===== src/rtl/spu_fetch_queue.sv =====
// spu_fetch_queue: instruction fetch and issue queue for the dual-issue SPU.
// Fetches aligned instruction pairs over a req/ack port, buffers them in a
// circular queue and presents the two oldest entries (plus head PC) to decode.
// Optional feature macro: SPU_FETCH_PERF_EN adds perf_empty_cnt and
// perf_redirect_cnt outputs; without it the block is functionally identical.
module spu_fetch_queue #(
    parameter int                 WIDTH    = 32,
    parameter int                 ADDR_W   = 32,
    parameter int                 DEPTH    = 8,
    parameter logic [ADDR_W-1:0]  RESET_PC = '0
) (
    input  logic                  clk,
    input  logic                  rst_n,
    output logic                  imem_req,
    output logic [ADDR_W-1:0]     imem_addr,
    input  logic                  imem_ack,
    input  logic [2*WIDTH-1:0]    imem_rdata,
    input  logic                  redirect,
    input  logic [ADDR_W-1:0]     redirect_pc,
    input  logic                  issue,
    input  logic                  issue_two,
    output logic [WIDTH-1:0]      instr0,
    output logic [WIDTH-1:0]      instr1,
    output logic                  valid0,
    output logic                  valid1,
    output logic [ADDR_W-1:0]     pc0
`ifdef SPU_FETCH_PERF_EN
    ,
    output logic [31:0]           perf_empty_cnt,
    output logic [31:0]           perf_redirect_cnt
`endif
);

    localparam int PTR_W = $clog2(DEPTH);
    localparam int CNT_W = PTR_W + 1;

    // Queue storage and pointers
    logic [WIDTH-1:0]  mem_q [DEPTH];
    logic [WIDTH-1:0]  mem_d [DEPTH];
    logic [PTR_W-1:0]  wr_ptr_q, wr_ptr_d;
    logic [PTR_W-1:0]  rd_ptr_q, rd_ptr_d;
    logic [CNT_W-1:0]  count_q, count_d;

    // Fetch-side state
    logic [ADDR_W-1:0] head_pc_q, head_pc_d;
    logic [ADDR_W-1:0] fetch_addr_q, fetch_addr_d;
    logic [ADDR_W-1:0] req_addr_q, req_addr_d;
    logic              req_q, req_d;
    logic              drop_pending_q, drop_pending_d;
    logic              skip_first_q, skip_first_d;

    // Per-cycle helpers
    logic              ack_fire_s;
    logic [1:0]        n_pop_s;
    logic [1:0]        n_wr_s;
    logic [CNT_W-1:0]  free_s;
    logic [PTR_W-1:0]  wr_ptr_nxt_s;
    logic [PTR_W-1:0]  rd_ptr_nxt_s;

    assign wr_ptr_nxt_s = wr_ptr_q + PTR_W'(1);
    assign rd_ptr_nxt_s = rd_ptr_q + PTR_W'(1);
    // An ack only counts while a request is actually outstanding; a stray
    // ack left over from before a reset is therefore ignored.
    assign ack_fire_s   = req_q & imem_ack;

    // Next-state: redirect flush, pop, fill and request generation
    always_comb begin
        mem_d          = mem_q;
        wr_ptr_d       = wr_ptr_q;
        rd_ptr_d       = rd_ptr_q;
        count_d        = count_q;
        head_pc_d      = head_pc_q;
        fetch_addr_d   = fetch_addr_q;
        req_addr_d     = req_addr_q;
        req_d          = req_q;
        drop_pending_d = drop_pending_q;
        skip_first_d   = skip_first_q;
        n_pop_s        = 2'd0;
        n_wr_s         = 2'd0;
        free_s         = '0;

        if (redirect) begin
            wr_ptr_d       = '0;
            rd_ptr_d       = '0;
            count_d        = '0;
            head_pc_d      = redirect_pc & ~ADDR_W'(3);
            fetch_addr_d   = redirect_pc & ~ADDR_W'(7);
            skip_first_d   = redirect_pc[2];
            // A request still in flight returns stale data: mark it for discard.
            drop_pending_d = req_q & ~imem_ack;
        end else begin
            if (issue && (count_q != CNT_W'(0))) begin
                if (issue_two && (count_q >= CNT_W'(2))) begin
                    n_pop_s = 2'd2;
                end else begin
                    n_pop_s = 2'd1;
                end
            end else begin
                n_pop_s = 2'd0;
            end

            if (ack_fire_s && !drop_pending_q) begin
                if (skip_first_q) begin
                    // Redirect landed on the odd word: keep only the upper one.
                    mem_d[wr_ptr_q] = imem_rdata[WIDTH-1:0];
                    n_wr_s          = 2'd1;
                    skip_first_d    = 1'b0;
                end else begin
                    mem_d[wr_ptr_q]     = imem_rdata[2*WIDTH-1:WIDTH];
                    mem_d[wr_ptr_nxt_s] = imem_rdata[WIDTH-1:0];
                    n_wr_s              = 2'd2;
                end
                fetch_addr_d = fetch_addr_q + ADDR_W'(8);
            end else begin
                n_wr_s = 2'd0;
            end

            drop_pending_d = drop_pending_q & ~ack_fire_s;
            rd_ptr_d       = rd_ptr_q + PTR_W'(n_pop_s);
            wr_ptr_d       = wr_ptr_q + PTR_W'(n_wr_s);
            count_d        = count_q + CNT_W'(n_wr_s) - CNT_W'(n_pop_s);
            head_pc_d      = head_pc_q + ADDR_W'({n_pop_s, 2'b00});
        end

        free_s = CNT_W'(DEPTH) - count_d;

        // A new request may start only when none is pending (or it completes
        // now); an unacked request is held with its original address.
        if (!req_q || ack_fire_s) begin
            if ((free_s >= CNT_W'(2)) && !drop_pending_d) begin
                req_d      = 1'b1;
                req_addr_d = fetch_addr_d;
            end else begin
                req_d      = 1'b0;
            end
        end else begin
            req_d = 1'b1;
        end
    end

    // State registers with asynchronous reset
    always_ff @(posedge clk or negedge rst_n) begin
        if (!rst_n) begin
            for (int i = 0; i < DEPTH; i++) begin
                mem_q[i] <= '0;
            end
            wr_ptr_q       <= '0;
            rd_ptr_q       <= '0;
            count_q        <= '0;
            head_pc_q      <= RESET_PC;
            fetch_addr_q   <= RESET_PC & ~ADDR_W'(7);
            req_addr_q     <= RESET_PC & ~ADDR_W'(7);
            req_q          <= 1'b0;
            drop_pending_q <= 1'b0;
            skip_first_q   <= RESET_PC[2];
        end else begin
            for (int i = 0; i < DEPTH; i++) begin
                mem_q[i] <= mem_d[i];
            end
            wr_ptr_q       <= wr_ptr_d;
            rd_ptr_q       <= rd_ptr_d;
            count_q        <= count_d;
            head_pc_q      <= head_pc_d;
            fetch_addr_q   <= fetch_addr_d;
            req_addr_q     <= req_addr_d;
            req_q          <= req_d;
            drop_pending_q <= drop_pending_d;
            skip_first_q   <= skip_first_d;
        end
    end

    // Outputs come straight from registered state; invalid slots read as zero.
    assign imem_req  = req_q;
    assign imem_addr = req_addr_q;
    assign valid0    = (count_q >= CNT_W'(1));
    assign valid1    = (count_q >= CNT_W'(2));
    assign instr0    = valid0 ? mem_q[rd_ptr_q]     : '0;
    assign instr1    = valid1 ? mem_q[rd_ptr_nxt_s] : '0;
    assign pc0       = head_pc_q;

`ifdef SPU_FETCH_PERF_EN
    logic [31:0] perf_empty_q, perf_empty_d;
    logic [31:0] perf_redir_q, perf_redir_d;

    // Performance counter next-state (both wrap freely)
    always_comb begin
        perf_empty_d = perf_empty_q;
        perf_redir_d = perf_redir_q;
        if (!valid0) begin
            perf_empty_d = perf_empty_q + 32'd1;
        end else begin
            perf_empty_d = perf_empty_q;
        end
        if (redirect) begin
            perf_redir_d = perf_redir_q + 32'd1;
        end else begin
            perf_redir_d = perf_redir_q;
        end
    end

    // Performance counter registers; held at zero while in reset
    always_ff @(posedge clk or negedge rst_n) begin
        if (!rst_n) begin
            perf_empty_q <= 32'd0;
            perf_redir_q <= 32'd0;
        end else begin
            perf_empty_q <= perf_empty_d;
            perf_redir_q <= perf_redir_d;
        end
    end

    assign perf_empty_cnt    = perf_empty_q;
    assign perf_redirect_cnt = perf_redir_q;
`endif

endmodule

===== config.mk =====
export PLATFORM = sky130hd
export DESIGN_NAME = spu_fetch_queue
export DESIGN_NICKNAME = d
export VERILOG_FILES = /design/src/rtl/spu_fetch_queue.sv
export SDC_FILE = /design/constraint.sdc
export NUM_CORES = 1
export LEC_CHECK = 0
export CELL_PAD_IN_SITES_DETAIL_PLACEMENT = 0
export CELL_PAD_IN_SITES_GLOBAL_PLACEMENT = 1
export CORE_ASPECT_RATIO = 1.25
export CORE_MARGIN = 10
export CORE_UTILIZATION = 46
export DETAILED_ROUTE_END_ITERATION = 10
export PLACE_DENSITY_LB_ADDON = 0.1
export SYNTH_ARGS = -nofsm -noshare
export SYNTH_HDL_FRONTEND = slang
export SYNTH_SLANG_ARGS = --single-unit
export TNS_END_PERCENT = 30

===== constraint.sdc =====
create_clock -name clk -period 4.9 [get_ports clk]
set_input_delay 0.49 -clock clk [delete_from_list [all_inputs] [get_ports clk]]
set_output_delay 0.49 -clock clk [all_outputs]
set_load 0.01 [all_outputs]

* Word-level counts from Yosys, hierarchy flattened *
Cells that the tools add are included.

word-level totals
  output and inout port bits = 131
  input port bits = 102
  logic and storage cells = 92
  bits in registers = 365

cells by class
  multiplexer cells = 33
  add/sub/neg operators = 9
  reductions and logical operators = 14
  bitwise gates (word level) = 10
  magnitude comparators = 9

operators with widths
  kind                                                  number
  bitwise mux 256 bit                                   3
  2-to-1 mux 32 bit                                     11
  2-to-1 mux 256 bit                                    1
  binary-select mux 32 bit (select 3 bit)               2
  demux 32 bit (select 3 bit)                           2
  adder 32 x 4 -> 32 bit                                1
  adder 32 x 4 -> 32 bit (second input constant)        1
  >= comparator 4 bit (second input constant)           4
  inverter 3 -> 4 bit                                   4
  2-to-1 mux 2 bit                                      6
  >= comparator 4 x 2 -> 1 bit (second input constant)  2
  < comparator 4 x 1 -> 1 bit (second input constant)   2
  adder 3 x 1 -> 3 bit (second input constant)          2
  adder 3 x 2 -> 3 bit                                  2
  logical AND 1 bit                                     6
  2-to-1 mux 3 bit                                      2
  2-to-1 mux 1 bit                                      5
  adder 4 x 2 -> 4 bit                                  1
  >= comparator 4 x 1 -> 1 bit (second input constant)  1
  2-to-1 mux 4 bit                                      1
  AND reduction 2 bit                                   2
  nonzero test 4 bit                                    1
  subtractor 4 x 2 -> 4 bit                             1
  subtractor 4 bit (first input constant)               1
  5 further kinds                                       11

* Logic depth before layout (Yosys ltp) *
Gate-level depths: netlist of run 1.

  depth in word-level cells = 12
  mapped depth = 18
  mapped depth without buffers = 17

* Worst setup path before layout of run 1 *
OpenSTA, ideal clock, no wires.

  path type = reg-to-reg
  start point = register skip_first_q
  end point = register req_addr_q[0] (netlist: imem_addr[0])
  period minus slack after synthesis = 3.937 ns
  slack = 0.963 ns
  setup time = 0.125 ns
  stages on the path, launching flop included = 14
  required time = 4.775 ns
  arrival time = 3.812 ns
  buffers on the path = 3
  cell sequence = dfrtp_1 -> buf_1 -> buf_1 -> nand2b_1 -> fa_1 -> inv_1 -> fa_1 -> nor2b_1 -> ha_1 -> nor3b_1 -> and4_1 -> nor3_1 -> buf_2 -> mux2_2

on the way
  word-level cells in the longest chain between the ends = 10

RTL lines
  what                                  line  RTL
  start: declaration                    50    logic skip_first_q, skip_first_d;
  start signal: assignment              155   skip_first_q <= RESET_PC[2];
  start signal: assignment              168   skip_first_q <= skip_first_d;
  2-to-1 mux 2 bit                      103   if (skip_first_q) begin
  2-to-1 mux 2 bit                      102   if (ack_fire_s && !drop_pending_q) begin
  2-to-1 mux 2 bit                      82    if (redirect) begin
  adder 4 x 2 -> 4 bit                  121   count_d = count_q + CNT_W'(n_wr_s) - CNT_W'(n_pop_s);
  subtractor 4 x 2 -> 4 bit             121
  2-to-1 mux 4 bit                      82
  named net count_d[1]                  42    logic [CNT_W-1:0] count_q, count_d;
  subtractor 4 bit                      125   free_s = CNT_W'(DEPTH) - count_d;
  >= comparator 4 x 2 -> 1 bit          130   if ((free_s >= CNT_W'(2)) && !drop_pending_d) begin
  logical AND 1 bit                     130
  AND reduction 2 bit (no source line)  --
  end signal: assignment                152   req_addr_q <= RESET_PC & ~ADDR_W'(7);
  end signal: assignment                165   req_addr_q <= req_addr_d;
  end: declaration                      47    logic [ADDR_W-1:0] req_addr_q, req_addr_d;

The timed path passes the listed nets, and every way through them passes these cells. The select of a mux whose other input is x is not followed.
A chain may end at the register's enable or synchronous reset.

* Worst setup path after layout of run 1 *
  start point = register count_q[2]
  end point = register req_addr_q[8] (netlist: imem_addr[8])

on the way
  word-level cells in the longest chain between the ends = 11
  elaborated cells on any way between the ends = 14
  those cells by class = add/sub: 3; order compare: 2; mux: 4; reduce/logical: 5

RTL lines
  what                                      line  RTL
  start: declaration                        42
  start signal: assignment                  162   count_q <= count_d;
  >= comparator 4 x 2 -> 1 bit              93    if (issue_two && (count_q >= CNT_W'(2))) begin
  logical AND 1 bit                         93
  2-to-1 mux 2 bit                          93
  2-to-1 mux 2 bit (*)                      92    if (issue && (count_q != CNT_W'(0))) begin
  2-to-1 mux 2 bit (*)                      82
  subtractor 4 x 2 -> 4 bit (*)             121
  2-to-1 mux 4 bit (*)                      82
  named net count_d[1]                      42
  subtractor 4 bit (*)                      125
  >= comparator 4 x 2 -> 1 bit (*)          130
  logical AND 1 bit (*)                     130
  AND reduction 2 bit (no source line) (*)  --

Mark *: on every way through the listed nets, which the timed path passes. The rest lies on a longest branch. The select of a mux whose other input is x is not followed.

==> results_dict.tcl, run 1 <==
set metrics [dict create \
    dr.first_iter.drc_count 1873 \
    routabilityCongestion 0.8293 \
    grt_pass1_wl_mm 119.2 \
    holdCritPathClass "in2reg" \
    vias_per_cell 6.727 \
    clkLatencyLatePin_ps 570 \
    relSlewSlack_pct 22.41 \
    antenna_found_initial 1 \
    start_util_pct 46.25 \
    critPathMostFrequentCell "inv_1" \
    grt_max_degree 149 \
    syn_area_per_cell_sq_um 10.61 \
    core.rowCount 88 \
    synth_area_sq_mm 0.02129 \
    crit_slowest_cell "fa_1" \
    min_period_ps 4247 \
    max_freq_ghz 0.2355 \
    die_y_microns 260.5 \
    cts-root-buf "clkbuf_16" \
    wire_per_inst_microns 28.52 \
    yosys-top-cells-area "dfrtp_1 (43%), mux4_2 (14%), a22oi_1 (9.0%), o2bb2ai_1 (5.3%), nand2_1 (4.0%)" \
    ys_types 60 \
    p_leak_nw 9.543 \
    first_global_vias 18791 \
    cts.sinks 363 \
    finalHoldViolations 0 \
    ys.flop_type "dfrtp_1" \
    synth_top_area_share_pct 42.67 \
    rsz0062_at_grt "no" \
    fin_util_pct 55.24 \
    final_common_cell "dfrtp_1" \
    cpPeakStageDelay_ps 530 \
    worst_slew_pin_slew_ps 1160 \
    postCtsHoldBufs 1 \
    finClkSkew_ps 21.47 \
    fp.dieW_microns 212.4 \
    endpoint_kind "flop" \
    filler_cell_count 4009 \
    core_area_sq_mm 0.04602 \
    post_cts_resized 0 \
    async_reset_ff_share_pct 100.0 \
    synthCells 2007 \
    drive_above_1_share_pct 15.89 \
    tns_ps 0 \
    first_pass_iters 7 \
    powerDensity_mw_per_mm2 570.1 \
    cp_cell_sequence "inv_1 -> ha_1 -> nor2b_1 -> o21ai_0 -> nand3_1 -> inv_1 -> fa_1 -> inv_1 -> fa_1 -> nor2b_1 -> inv_1 -> ha_1 -> o21ai_0 -> mux2i_1 -> and4_1 -> nor3_2 -> buf_12 -> mux2_2" \
    dp_hpwl_mm 45.96 \
    cts_tree "yes" \
    crit_path_start_kind "flop" \
    critPathArrivalTime_ps 4690 \
    worst_ep_required_time_ps 5350 \
    path_class "reg2reg" \
    pin_count 233 \
    dieArea_sq_mm 0.05534 \
    cts_buffer_depth 3 \
    status "finished clean" \
    slew_violations 0 \
    cap_viol_max_count 0 \
    ir_worst_vdd_mv 0.3214 \
    drc 0 \
    ys_warn_count 0 \
    port_buffers 228 \
    fin_crit_sh_pct 86.67 \
    clkTransAtPathRegs_ps 60 \
    synth_edf_count 0 \
    routed_wl_mm 77.51 \
    final-setup-viol-count 0 \
    ant_nets 0 \
    global_route.overflow_total 0 \
    cts_made_buffers 40 \
    nets 2231 \
    synth_seq_area_share_pct 42.67 \
    diodes 0 \
    track_usage_pct 27.95 \
    num_vias 18285 \
    syn_to_final_growth_pct 19.44 \
    crit_path_max_fanout 31 \
    cts.htree.levels 2 \
    ys_seq_elements 363 \
    most-common-layout-cells "dfrtp_1 (359), a22oi_1 (256), nand2_1 (228), clkdlybuf4s50_1 (226), o21ai_0 (148)" \
    post-cts-setup-buffer-count 0 \
    yosysTopAreaCell "dfrtp_1" \
]
-- cell type report --
class / count / area, sq um / area share (%)
clock buffer: 52 / 1107 / 4.355
sequential: 363 / 9094 / 35.77
tap: 585 / 732.0 / 2.879
timing repair buffer: 281 / 2770 / 10.90
inverter: 28 / 105.1 / 0.4134
multi-input combinational: 1398 / 11430 / 44.96
clock inverter: 11 / 186.4 / 0.7332
-- Yosys cell counts (2+ instances only) --
cell	count
dfrtp_1	363
a22oi_1	256
nand2_1	229
clkbuf_1	170
o21ai_0	148
mux4_2	128
o2bb2ai_1	128
nor2_1	72
mux2_2	61
a21oi_1	52
mux2i_1	39
buf_1	37
inv_1	27
xnor2_1	22
nand3_1	21
nor3_1	21
a31oi_1	18
o31ai_1	17
nor2b_1	15
nand4_1	14
nor4_1	13
ha_1	12
or4_1	11
and3_1	10
and4_1	10
buf_2	9
nand2b_1	9
and2_1	8
o21ai_1	8
or3_1	8
xor2_1	8
a311oi_1	7
a211oi_1	6
fa_1	5
nor3b_1	5
o31a_1	4
a21boi_0	3
a21o_1	3
and3b_1	3
mux2_1	3
o311a_1	3
buf_4	2
nand4b_1	2
-- where the power goes --
| group | internal [mW] | switching [mW] |
|---|---|---|
| logic | 3.33 | 3.49 |
| clock network | 1.84 | 1.28 |
| registers | 3.85 | 0.707 |
-- cells by family after synthesis --
group / after synthesis / share of synthesized area, %
AOI/OAI and AO/OA: 659 / 21.58
and+or+nand+nor: 459 / 10.09
DFF: 363 / 42.67
buffers and inverters: 247 / 4.479
muxes: 231 / 18.76
xor gates and xnor gates: 30 / 1.234
adders and majority gates: 17 / 1.176
other: 1 / 0.01762
-- per-stage QoR --
step | hold WS (ps) | total power, mW | worst slack, ps | instance area [sq um] | instances
after floorplan | 194.4 | 8.531 | 963.0 | 21290 | 2008
after global placement | 474.6 | 11.27 | 516.1 | 24120 | 2654
after detailed placement | 481.8 | 11.39 | 487.9 | 24120 | 2654
after CTS | 411.6 | 14.56 | 639.3 | 25430 | 2718
after global routing | 468.7 | 15.28 | 357.7 | 25430 | 2718
final | 442.6 | 14.49 | 653.2 | 25430 | 2718
-- worst max-delay path, delay by kind of cell (launching register included) --
family	cells	cell delay (ps)
flip-flops	1	360
adder cells (fa/ha/maj)	4	1490
AND/OR/NAND/NOR	5	1030
AO/OA/AOI/OAI	2	150
multiplexers	2	460
buffers and inverters	5	600
-- final timing paths --
| path | from | to | slack (ps) | cells past startpoint |
|---|---|---|---|---|
| min reg2reg | mem_q[15] | mem_q[15] | 500 | 1 |
| max in group asynchronous | rst_n | mem_q[206] | 3160 | 3 |
| max reg2reg | count_q[2] | imem_addr[8] | 650 | 18 |
| max | count_q[2] | imem_addr[8] | 650 | 18 |
| min in group asynchronous | rst_n | mem_q[136] | 510 | 2 |
| min | redirect | wr_ptr_q[2] | 440 | 2 |
-- flip-flops by register name, indices dropped and copies added (netlist names) --
name,count
mem_q,256
fetch_addr_q,32
imem_addr,32
pc0,30
count_q,4
rd_ptr_q,3
wr_ptr_q,3
drop_pending_q,1
imem_req,1
skip_first_q,1
-- routing by layer --
| metal | share of wire (%) | wire, microns | global-route usage, % |
|---|---|---|---|
| met3 | 10 | 7795 | 7.118 |
| met1 | 39 | 30280 | 36.29 |
| met5 | 0.014 | 11 | 0 |
| met4 | 3.3 | 2554 | 9.116 |
| met2 | 48 | 36860 | 44.90 |
(Power assumes the default switching activity.)
==> run 2, diff against run 1 <==
--- a/config.mk
+++ b/config.mk
@@ -10,8 +10,11 @@
 export CORE_ASPECT_RATIO = 1.25
 export CORE_MARGIN = 10
 export CORE_UTILIZATION = 46
+export CTS_CLUSTER_DIAMETER = 200
 export DETAILED_ROUTE_END_ITERATION = 10
+export HOLD_SLACK_MARGIN = 0.08
 export PLACE_DENSITY_LB_ADDON = 0.1
+export SLEW_MARGIN = 20
 export SYNTH_ARGS = -nofsm -noshare
 export SYNTH_HDL_FRONTEND = slang
 export SYNTH_SLANG_ARGS = --single-unit
==> results of run 2 <==
Same layout as run 1: the final DEF is identical, and so are final timing and power.
